===== config.mk =====
export PLATFORM = sky130hd
export DESIGN_NAME = md_sched_flat
export DESIGN_NICKNAME = d
export VERILOG_FILES = /design/src/rtl/md_pkg.sv /design/src/rtl/md_sched_if.sv /design/src/rtl/md_wdog.sv /design/src/rtl/md_sched.sv /design/src/flat_wrapper.sv
export SDC_FILE = /design/constraint.sdc
export NUM_CORES = 1
export LEC_CHECK = 0
export ABC_CLOCK_PERIOD_IN_PS = 2800
export CORE_AREA = 2 2 143 145
export DETAILED_ROUTE_END_ITERATION = 7
export DIE_AREA = 0 0 145 147
export DONT_BUFFER_PORTS = 1
export PLACE_DENSITY = 0.45
export RECOVER_POWER = 100
export SYNTH_ARGS = -nofsm -noshare
export SYNTH_HDL_FRONTEND = slang
export SYNTH_SLANG_ARGS = --single-unit

===== constraint.sdc =====
create_clock -name clk -period 2.8 [get_ports clk]
set_clock_uncertainty 0.2 [all_clocks]
set_input_delay 0.7 -clock clk [delete_from_list [all_inputs] [get_ports clk]]
set_output_delay 0.7 -clock clk [all_outputs]
set_load 0.02 [all_outputs]

===== src/rtl/md_pkg.sv =====
// ---------------------------------------------------------------------------
// md_pkg -- shared definitions for the multiply/divide scheduler.
//   * MD_OP_* : issue_op encodings presented by decode
//   * md_state_t : scheduler FSM states
//   * MD_WDOG_CYCLES_DEFAULT : default unit-completion watchdog limit
//   * md_op_is_signed() : signedness of an MD arithmetic op
// ---------------------------------------------------------------------------
package md_pkg;

  localparam logic [2:0] MD_OP_MULT  = 3'b000;
  localparam logic [2:0] MD_OP_MULTU = 3'b001;
  localparam logic [2:0] MD_OP_DIV   = 3'b010;
  localparam logic [2:0] MD_OP_DIVU  = 3'b011;
  localparam logic [2:0] MD_OP_MTHI  = 3'b100;
  localparam logic [2:0] MD_OP_MTLO  = 3'b101;

  localparam int MD_WDOG_CYCLES_DEFAULT = 64;

  typedef enum logic [1:0] {
    ST_IDLE     = 2'd0,
    ST_MUL_WAIT = 2'd1,
    ST_DIV_WAIT = 2'd2,
    ST_DRAIN    = 2'd3
  } md_state_t;

  function automatic logic md_op_is_signed(input logic [2:0] op);
    return (op == MD_OP_MULT) || (op == MD_OP_DIV);
  endfunction

endpackage


===== src/rtl/md_sched_if.sv =====
// ---------------------------------------------------------------------------
// md_sched_if -- bundle of all scheduler-facing signals.
//   issue bus  : issue_valid/op/src1/src2 -> issue_ready, plus flush
//   unit bus   : mul_en/div_en/md_signed/md_src1/md_src2 out,
//                mul_complete/mul_result, div_complete/quotient/remainder in
//   mf bus     : mf_req/mf_sel -> mf_data/mf_stall
//   status     : md_busy, md_timeout, hi, lo
// Modports: slave = the scheduler, master = its environment (decode/units).
// ---------------------------------------------------------------------------
interface md_sched_if #(
  parameter int WIDTH = 32
) ();

  logic               issue_valid;
  logic [2:0]         issue_op;
  logic [WIDTH-1:0]   issue_src1;
  logic [WIDTH-1:0]   issue_src2;
  logic               issue_ready;
  logic               flush;

  logic               mul_en;
  logic               div_en;
  logic               md_signed;
  logic [WIDTH-1:0]   md_src1;
  logic [WIDTH-1:0]   md_src2;
  logic               mul_complete;
  logic [2*WIDTH-1:0] mul_result;
  logic               div_complete;
  logic [WIDTH-1:0]   div_quotient;
  logic [WIDTH-1:0]   div_remainder;

  logic               mf_req;
  logic               mf_sel;
  logic [WIDTH-1:0]   mf_data;
  logic               mf_stall;

  logic               md_busy;
  logic               md_timeout;
  logic [WIDTH-1:0]   hi;
  logic [WIDTH-1:0]   lo;

  modport slave (
    input  issue_valid, issue_op, issue_src1, issue_src2, flush,
    input  mul_complete, mul_result, div_complete, div_quotient, div_remainder,
    input  mf_req, mf_sel,
    output issue_ready, mul_en, div_en, md_signed, md_src1, md_src2,
    output mf_data, mf_stall, md_busy, md_timeout, hi, lo
  );

  modport master (
    output issue_valid, issue_op, issue_src1, issue_src2, flush,
    output mul_complete, mul_result, div_complete, div_quotient, div_remainder,
    output mf_req, mf_sel,
    input  issue_ready, mul_en, div_en, md_signed, md_src1, md_src2,
    input  mf_data, mf_stall, md_busy, md_timeout, hi, lo
  );

endinterface


===== src/rtl/md_wdog.sv =====
// ---------------------------------------------------------------------------
// md_wdog -- completion watchdog counter.
//   clk, reset : clock, synchronous active-high reset
//   clear      : zero the count (takes priority over enable)
//   enable     : count one cycle of waiting
//   expire     : combinational, high while enabled at count WDOG_CYCLES-1
// expire does not depend on clear, so the owner may derive clear from a
// next-state that itself depends on expire without forming a loop.
// ---------------------------------------------------------------------------
module md_wdog #(
  parameter int WDOG_CYCLES = 64
) (
  input  logic clk,
  input  logic reset,
  input  logic clear,
  input  logic enable,
  output logic expire
);

  localparam int CW = (WDOG_CYCLES > 2) ? $clog2(WDOG_CYCLES) : 1;

  logic [CW-1:0] count_reg;

  always_ff @(posedge clk) begin
    if (reset) begin
      count_reg <= '0;
    end else if (clear) begin
      count_reg <= '0;
    end else if (enable) begin
      count_reg <= count_reg + CW'(1);
    end
  end

  assign expire = enable && (count_reg == CW'(WDOG_CYCLES - 1));

endmodule


===== src/rtl/md_sched.sv =====
// ---------------------------------------------------------------------------
// md_sched -- scheduler for the shared multiply/divide resource.
//   clk, reset : clock, synchronous active-high reset
//   bus        : md_sched_if.slave (issue, unit launch/completion, MF read,
//                status and architectural HI/LO)
// Accepted MULT*/DIV* ops latch operands and pulse mul_en/div_en for one
// cycle, then wait for the unit's completion which is written to HI/LO.
// A flush while waiting moves to DRAIN, which swallows the next completion.
// A watchdog returns to IDLE if a unit never completes.
// Build option: MD_SCHED_BYPASS_EN forwards an accepted completion straight
// to mf_data in its own cycle instead of stalling until the register update.
// ---------------------------------------------------------------------------
module md_sched
  import md_pkg::*;
#(
  parameter int WIDTH       = 32,
  parameter int WDOG_CYCLES = MD_WDOG_CYCLES_DEFAULT
) (
  input  logic        clk,
  input  logic        reset,
  md_sched_if.slave   bus
);

  md_state_t        state_reg, state_next;
  logic [WIDTH-1:0] hi_reg, hi_next;
  logic [WIDTH-1:0] lo_reg, lo_next;
  logic [WIDTH-1:0] src1_reg, src1_next;
  logic [WIDTH-1:0] src2_reg, src2_next;
  logic             signed_reg, signed_next;
  logic             mul_en_reg, mul_en_next;
  logic             div_en_reg, div_en_next;
  logic             timeout_reg, timeout_next;

  logic             issue_ready;
  logic             accept;
  logic             wdog_expire;
  logic             cap_valid;
  logic [WIDTH-1:0] cap_hi;
  logic [WIDTH-1:0] cap_lo;

  assign issue_ready = (state_reg == ST_IDLE) && !bus.flush;
  assign accept      = bus.issue_valid && issue_ready;

  // Watchdog restarts whenever the state changes and runs while waiting.
  md_wdog #(.WDOG_CYCLES(WDOG_CYCLES)) u_wdog (
    .clk    (clk),
    .reset  (reset),
    .clear  (state_next != state_reg),
    .enable (state_reg != ST_IDLE),
    .expire (wdog_expire)
  );

  // Completion that will be committed this cycle (waited unit, not flushed).
  always_comb begin
    cap_valid = 1'b0;
    cap_hi    = bus.mul_result[2*WIDTH-1:WIDTH];
    cap_lo    = bus.mul_result[WIDTH-1:0];
    if (state_reg == ST_MUL_WAIT && bus.mul_complete && !bus.flush) begin
      cap_valid = 1'b1;
    end else if (state_reg == ST_DIV_WAIT && bus.div_complete && !bus.flush) begin
      cap_valid = 1'b1;
      cap_hi    = bus.div_remainder;
      cap_lo    = bus.div_quotient;
    end
  end

  always_comb begin
    state_next   = state_reg;
    hi_next      = hi_reg;
    lo_next      = lo_reg;
    src1_next    = src1_reg;
    src2_next    = src2_reg;
    signed_next  = signed_reg;
    mul_en_next  = 1'b0;
    div_en_next  = 1'b0;
    timeout_next = 1'b0;

    case (state_reg)
      ST_IDLE: begin
        if (accept) begin
          case (bus.issue_op)
            MD_OP_MULT, MD_OP_MULTU: begin
              src1_next   = bus.issue_src1;
              src2_next   = bus.issue_src2;
              signed_next = md_op_is_signed(bus.issue_op);
              mul_en_next = 1'b1;
              state_next  = ST_MUL_WAIT;
            end
            MD_OP_DIV, MD_OP_DIVU: begin
              // Divide by zero is architecturally undefined: leave HI/LO alone.
              if (bus.issue_src2 != '0) begin
                src1_next   = bus.issue_src1;
                src2_next   = bus.issue_src2;
                signed_next = md_op_is_signed(bus.issue_op);
                div_en_next = 1'b1;
                state_next  = ST_DIV_WAIT;
              end
            end
            MD_OP_MTHI: hi_next = bus.issue_src1;
            MD_OP_MTLO: lo_next = bus.issue_src1;
            default: ;
          endcase
        end
      end

      ST_MUL_WAIT, ST_DIV_WAIT: begin
        if ((state_reg == ST_MUL_WAIT && bus.mul_complete) ||
            (state_reg == ST_DIV_WAIT && bus.div_complete)) begin
          // A completion coinciding with flush is dropped but still ends the wait.
          if (cap_valid) begin
            hi_next = cap_hi;
            lo_next = cap_lo;
          end
          state_next = ST_IDLE;
        end else if (wdog_expire) begin
          timeout_next = 1'b1;
          state_next   = ST_IDLE;
        end else if (bus.flush) begin
          state_next = ST_DRAIN;
        end
      end

      ST_DRAIN: begin
        if (bus.mul_complete || bus.div_complete) begin
          state_next = ST_IDLE;
        end else if (wdog_expire) begin
          timeout_next = 1'b1;
          state_next   = ST_IDLE;
        end
      end

      default: state_next = ST_IDLE;
    endcase
  end

  always_ff @(posedge clk) begin
    if (reset) begin
      state_reg   <= ST_IDLE;
      hi_reg      <= '0;
      lo_reg      <= '0;
      src1_reg    <= '0;
      src2_reg    <= '0;
      signed_reg  <= 1'b0;
      mul_en_reg  <= 1'b0;
      div_en_reg  <= 1'b0;
      timeout_reg <= 1'b0;
    end else begin
      state_reg   <= state_next;
      hi_reg      <= hi_next;
      lo_reg      <= lo_next;
      src1_reg    <= src1_next;
      src2_reg    <= src2_next;
      signed_reg  <= signed_next;
      mul_en_reg  <= mul_en_next;
      div_en_reg  <= div_en_next;
      timeout_reg <= timeout_next;
    end
  end

  // MF read path.
  always_comb begin
    bus.mf_data  = bus.mf_sel ? hi_reg : lo_reg;
    bus.mf_stall = bus.mf_req && (state_reg != ST_IDLE);
`ifdef MD_SCHED_BYPASS_EN
    if (cap_valid) begin
      bus.mf_data  = bus.mf_sel ? cap_hi : cap_lo;
      bus.mf_stall = 1'b0;
    end
`endif
  end

  assign bus.issue_ready = issue_ready;
  assign bus.mul_en      = mul_en_reg;
  assign bus.div_en      = div_en_reg;
  assign bus.md_signed   = signed_reg;
  assign bus.md_src1     = src1_reg;
  assign bus.md_src2     = src2_reg;
  assign bus.md_busy     = (state_reg != ST_IDLE);
  assign bus.md_timeout  = timeout_reg;
  assign bus.hi          = hi_reg;
  assign bus.lo          = lo_reg;

endmodule


===== src/flat_wrapper.sv =====
// flat-port wrapper written by rule: the top's interface ports become plain ports
module md_sched_flat import md_pkg::*;
#(
  parameter int WIDTH       = 32,
  parameter int WDOG_CYCLES = MD_WDOG_CYCLES_DEFAULT
)
  (clk, reset, bus_issue_valid, bus_issue_op, bus_issue_src1, bus_issue_src2, bus_flush, bus_mul_complete, bus_mul_result, bus_div_complete, bus_div_quotient, bus_div_remainder, bus_mf_req, bus_mf_sel, bus_issue_ready, bus_mul_en, bus_div_en, bus_md_signed, bus_md_src1, bus_md_src2, bus_mf_data, bus_mf_stall, bus_md_busy, bus_md_timeout, bus_hi, bus_lo);
  md_sched_if #(.WIDTH(WIDTH)) bus_i ();
  input  logic clk;
  input  logic reset;
  input wire logic [$bits(bus_i.issue_valid)-1:0] bus_issue_valid;
  input wire logic [$bits(bus_i.issue_op)-1:0] bus_issue_op;
  input wire logic [$bits(bus_i.issue_src1)-1:0] bus_issue_src1;
  input wire logic [$bits(bus_i.issue_src2)-1:0] bus_issue_src2;
  input wire logic [$bits(bus_i.flush)-1:0] bus_flush;
  input wire logic [$bits(bus_i.mul_complete)-1:0] bus_mul_complete;
  input wire logic [$bits(bus_i.mul_result)-1:0] bus_mul_result;
  input wire logic [$bits(bus_i.div_complete)-1:0] bus_div_complete;
  input wire logic [$bits(bus_i.div_quotient)-1:0] bus_div_quotient;
  input wire logic [$bits(bus_i.div_remainder)-1:0] bus_div_remainder;
  input wire logic [$bits(bus_i.mf_req)-1:0] bus_mf_req;
  input wire logic [$bits(bus_i.mf_sel)-1:0] bus_mf_sel;
  output wire logic [$bits(bus_i.issue_ready)-1:0] bus_issue_ready;
  output wire logic [$bits(bus_i.mul_en)-1:0] bus_mul_en;
  output wire logic [$bits(bus_i.div_en)-1:0] bus_div_en;
  output wire logic [$bits(bus_i.md_signed)-1:0] bus_md_signed;
  output wire logic [$bits(bus_i.md_src1)-1:0] bus_md_src1;
  output wire logic [$bits(bus_i.md_src2)-1:0] bus_md_src2;
  output wire logic [$bits(bus_i.mf_data)-1:0] bus_mf_data;
  output wire logic [$bits(bus_i.mf_stall)-1:0] bus_mf_stall;
  output wire logic [$bits(bus_i.md_busy)-1:0] bus_md_busy;
  output wire logic [$bits(bus_i.md_timeout)-1:0] bus_md_timeout;
  output wire logic [$bits(bus_i.hi)-1:0] bus_hi;
  output wire logic [$bits(bus_i.lo)-1:0] bus_lo;
  assign bus_i.issue_valid = bus_issue_valid;
  assign bus_i.issue_op = bus_issue_op;
  assign bus_i.issue_src1 = bus_issue_src1;
  assign bus_i.issue_src2 = bus_issue_src2;
  assign bus_i.flush = bus_flush;
  assign bus_i.mul_complete = bus_mul_complete;
  assign bus_i.mul_result = bus_mul_result;
  assign bus_i.div_complete = bus_div_complete;
  assign bus_i.div_quotient = bus_div_quotient;
  assign bus_i.div_remainder = bus_div_remainder;
  assign bus_i.mf_req = bus_mf_req;
  assign bus_i.mf_sel = bus_mf_sel;
  assign bus_issue_ready = bus_i.issue_ready;
  assign bus_mul_en = bus_i.mul_en;
  assign bus_div_en = bus_i.div_en;
  assign bus_md_signed = bus_i.md_signed;
  assign bus_md_src1 = bus_i.md_src1;
  assign bus_md_src2 = bus_i.md_src2;
  assign bus_mf_data = bus_i.mf_data;
  assign bus_mf_stall = bus_i.mf_stall;
  assign bus_md_busy = bus_i.md_busy;
  assign bus_md_timeout = bus_i.md_timeout;
  assign bus_hi = bus_i.hi;
  assign bus_lo = bus_i.lo;
  md_sched #(.WIDTH(WIDTH), .WDOG_CYCLES(WDOG_CYCLES)) u_core (.clk(clk), .reset(reset), .bus(bus_i));
endmodule

# --- Word level (Yosys, flattened, before mapping) ---
# Cells that the tools add are included.
word_totals:
  reg_bits: 140
  inputBits: 203
classes:
  addsub: 1
  n_eq_ne: 16
  mux: 38
  bitwise: 3
  n_reduce_logical: 27
ops:
  columns: ["cell", "count"]
  rows:
  - ["$mux 32", 15]
  - ["$pmux 32 s2", 4]
  - ["$reduce_bool 32->1", 1]
  - ["$mux 2", 7]
  - ["$reduce_and 5->1", 2]
  - ["$logic_and 1x1->1", 8]
  - ["$mux 1", 8]
  - ["$ne 2x1->1 const B", 4]
  - ["$reduce_or 2->1", 4]
  - ["$add 6x1->6 const B", 1]
  - ["$eq 3x2->1 const B", 2]
  - ["$eq 3x3->1 const B", 2]
  - ["$eq 6x6->1 const B", 1]
  - ["$pmux 2 s3", 1]
  - ["$reduce_bool 2->1", 3]
  - ["$eq 2x2->1 const B", 2]
  - ["$ne 2x2->1 const B", 2]
  - ["$pmux 1 s2", 2]
  - ["$pmux 2 s2", 1]
  - ["$reduce_and 4->1", 1]
  - ["$reduce_or 4->1", 1]
  - ["$eq 3x1->1 const B", 1]
  - ["$logic_not 3->1", 1]
  - ["$logic_or 1x1->1", 3]
  - ["6 further kinds", 8]

# --- Depth between registers and ports, before layout ---
logic_depth:
  ltp_word: 8
  mapped_depth: 10
  ltp_nobuf: 7

# --- Hierarchy ---
# Synthesis repeated with hierarchy kept, for this count alone.
unflattened:
  cells_unflattened: 802
  hier_area_um2: 6521.3
modules_own_cells:
  columns: ["module", "n_inst", "cells_each", "area_per_inst_um2"]
  rows:
  - ["md_sched", 1, 774, 6264.8]
  - ["md_wdog", 1, 28, 256.5]

# --- Least setup slack after synthesis ---
# Ideal clock, no wire load.
synth_path:
  kind: "input port to output port"
  startpoint: "input port bus_mf_sel"
  endpoint: "output port bus_mf_data[0]"
  arrival_ns: 1.644
  t_required_ns: 1.900
  slack_ns: 0.256
  cell_stages: 3
  n_path_buf: 2
  path_cell_list: "clkbuf_1 buf_1 mux2_2"
synth_between:
  elab_chain_cells: 1
synth_rtl:
  columns: ["item", "line", "source"]
  rows:
  - ["from (decl)", "flat_wrapper.sv:22", "input wire logic [$bits(bus_i.mf_sel)-1:0] bus_mf_sel;"]
  - ["$mux 32", "md_sched.sv:162", "bus.mf_data = bus.mf_sel ? hi_reg : lo_reg;"]
  - ["to (decl)", "flat_wrapper.sv:29", "output wire logic [$bits(bus_i.mf_data)-1:0] bus_mf_data;"]
# Every way passes these cells.

# --- Worst setup path after layout ---
layout_path:
  startpoint: "register u_core.state_reg[0]"
  endpoint: "output port bus_issue_ready"
layout_between:
  elab_chain_cells: 2
layout_rtl:
  columns: ["item", "line", "source"]
  rows:
  - ["from (decl)", "md_sched.sv:24", "md_state_t state_reg, state_next;"]
  - ["from (signal assigned)", "md_sched.sv:148", "state_reg <= state_next;"]
  - ["$logic_not 2->1", "md_sched.sv:41", "assign issue_ready = (state_reg == ST_IDLE) && !bus.flush;"]
  - ["$logic_and 1x1->1", "md_sched.sv:41", null]
  - ["to (decl)", "flat_wrapper.sv:23", "output wire logic [$bits(bus_i.issue_ready)-1:0] bus_issue_ready;"]
# Every way passes these cells.

==> impl_metrics.yaml <==
cells_and_area:
  nets: 993
  fillerInstances: 2066
  drive_above_1_share_pct: 7.79
  diodes: 0
  final_util_pct: 36.8
  multi_input_area_sq_mm: 0.00341
  syn_to_final_growth_pct: 12.7
  seqCellArea_sq_mm: 0.00280
power:
  peakVddDrop_v: 0.000382
  power.leakage_nw: 2.73
  power_density_mw_per_mm2: 919
timing:
  setup_viol_count_final: 0
  setup_tns_ns: 0
  period_share_pct: 93.8
  slew_violations: 0
  hold_viol_final: 0
  worstMarginPinSlew_ns: 0.659
  rsz0062_at_grt: "false"
  fmax_mhz: 381
  fin_crit_ns: 2.63
  max-slew-margin-rel_pct: 56.1
route:
  drtAntennaViolNets: 0
  wl_per_cell_um: 23.0
  first_pass_iters: 5
  drtIter0Drc: 413
  vias: 6059
  viasPerCell: 5.68
  drcViolationCount: 0
  wl_um: 24500
yosys:
  yosysWarnings: 0
  yosys-top-cells-count: "nand2_1 (264), dfxtp_1 (140), a21oi_1 (71)"
  syn_area_per_cell_sq_um: 8.01
  ys.flop_type: "dfxtp_1"
  synth-seq-area-share_pct: 43.2
  synthCells: 810
  yosysTopAreaCellShare_pct: 43.2
  synth-edff-count: 0
  synth_most_common_cell: "nand2_1"
  synth_cell_types: 43
  synth_nets: 1019
  synth_area_leaders: "dfxtp_1 (43%), nand2_1 (15%), a22o_1 (8.8%)"
  synthArstFlopShare_pct: 0
  syn_area_sq_mm: 0.00649
  synth_seq_cells: 140
  synth_area_leader_cell: "dfxtp_1"
die:
  num_io_pins: 370
  row_count: 52
  core_area_sq_mm: 0.0198
  die_h_um: 147
  die_w_um: 145
  die-area_sq_mm: 0.0213
  start_util_pct: 32.7
clock_network:
  clk_path_buf_depth: 2
  postCtsHoldBufs: 0
  htree_num_levels: 4
  cts_sinks: 140
  clkTransAtPathRegs_ns: 0.06
  root_buffer: "clkbuf_16"
  numCtsBuffers: 17
  clock_latency_ns: 0.42
  cts_tree: "done"
worst_setup_path:
  path_class: "reg2out"
  regToRegStartpoint: "u_core.state_reg[1]"
  ff2ff_setup_slack_ns: 0.27
  r2r-end: "u_core.u_wdog.count_reg[1]"
  cp.arrival_ns: 1.73
  critPathLaunch: "u_core.state_reg[0]"
  endpoint: "bus_issue_ready"
  crit_required_ns: 1.90
  critPathMaxFanout: 10
  crit_path_start_kind: "register"
  ff2ff_path_depth: 7
  critPathCaptureType: "primary output"
grt:
  grtUsageTotal_pct: 22.3
  grt_max_degree: 76
  grt_pass1_vias: 5982
  grt_pass1_wl_um: 36400
  grt_overflow: 0
  antenna_found_initial: 1
placed_design:
  io_buffers: 0
  dp_hpwl_um: 17900
  gp_congestion: 0.968
min_path:
  hp-class: "in2reg"
  hold_depth: 1
run:
  maxCapViolCount: 0
outcome:
  outcome: "completed"
==> worst max-delay path: stages, from the launching register on <==
cell	delay [ns]
dfxtp_1	0.39
inv_2	0.18
ha_4	0.25
inv_1	0.09
buf_4	0.17
nor2_2	0.23
==> metal layers <==
layer  global-route usage, %  share of wire (%)  up-vias
met5                       0              0.078        -
met4                    8.66                3.2        2
met3                    7.39                9.1       49
met2                    39.0                 49      353
met1                    25.2                 39     2861
li1                        -                  -     2794
==> metrics by stage <==
stage          hold WS [ns]  total power, mW  worst slack, ns  instance area, sq um  std cells
2_1_floorplan         0.321             4.15            0.256                  6490        810
3_3_place_gp          0.333             4.68            0.263                  6800       1035
3_5_place_dp          0.343             4.71            0.206                  6800       1035
4_1_cts               0.120             6.81           0.0521                  7340       1066
5_1_grt               0.124             7.05           0.0656                  7310       1066
6_report              0.144             6.72            0.173                  7310       1066
==> final cells by class <==
| type | count | area share, % |
|---|---|---|
| clock buffer | 19 | 6.20 |
| clock inverter | 12 | 1.23 |
| inverter | 7 | 0.360 |
| multi-input combinational | 599 | 46.6 |
| sequential | 140 | 38.3 |
| tap | 270 | 4.62 |
| timing repair buffer | 19 | 2.64 |
==> cells by family (layout without fill, tap and decap cells) <==
group	after synthesis	count (layout)	share of synthesized area, %
simple gates	337	337	21.4
compound gates	217	217	22.7
flops	140	140	43.2
buf+inv	71	57	5.05
mux	34	34	5.86
fa+ha+maj	6	6	1.16
xor+xnor	5	5	0.675
==> worst min path at each step <==
stage,start,endpoint,slack [ns]
after floorplan,u_core.u_wdog.count_reg[1],u_core.u_wdog.count_reg[1],0.32
after global placement,u_core.u_wdog.count_reg[1],u_core.u_wdog.count_reg[1],0.33
after detailed placement,u_core.bus.md_src2[5],u_core.bus.md_src2[5],0.34
after CTS,bus_issue_op[1],u_core.bus.mul_en,0.12
after global routing,reset,u_core.bus.md_src2[19],0.12
final,bus_issue_op[1],u_core.bus.mul_en,0.14
==> timing repair <==
item	in CTS	in global routing
resized for setup	1	1
setup endpoints to repair	1	1
buffers inserted	0	0
pin swaps	0	0
==> placed cells by master (no fill, tap or decap), types with 2 or more instances in the layout <==
master	count
a21oi_1	70
a22o_1	65
a31oi_1	65
buf_12	5
buf_4	8
clkbuf_1	2
clkbuf_16	17
clkbuf_4	2
clkbuf_8	2
clkinv_2	3
clkinvlp_4	5
dfxtp_1	140
ha_1	5
inv_1	6
inv_6	2
mux2_1	32
mux2i_1	2
nand2_1	264
nand4_1	3
nor2_1	34
nor2b_1	4
nor3_1	9
nor3b_4	2
nor4_1	9
o21ai_0	6
xnor2_1	3
xor2_1	2
==> report_power, final <==
group / total (mW) / internal, mW / leakage [nW] / switching (mW)
clock: 2.10 / 1.18 / 0.256 / 0.919
sequential: 2.81 / 2.25 / 1.14 / 0.560
combinational: 1.81 / 0.627 / 1.34 / 1.18
No activity file was read; power rests on OpenSTA's default activity.
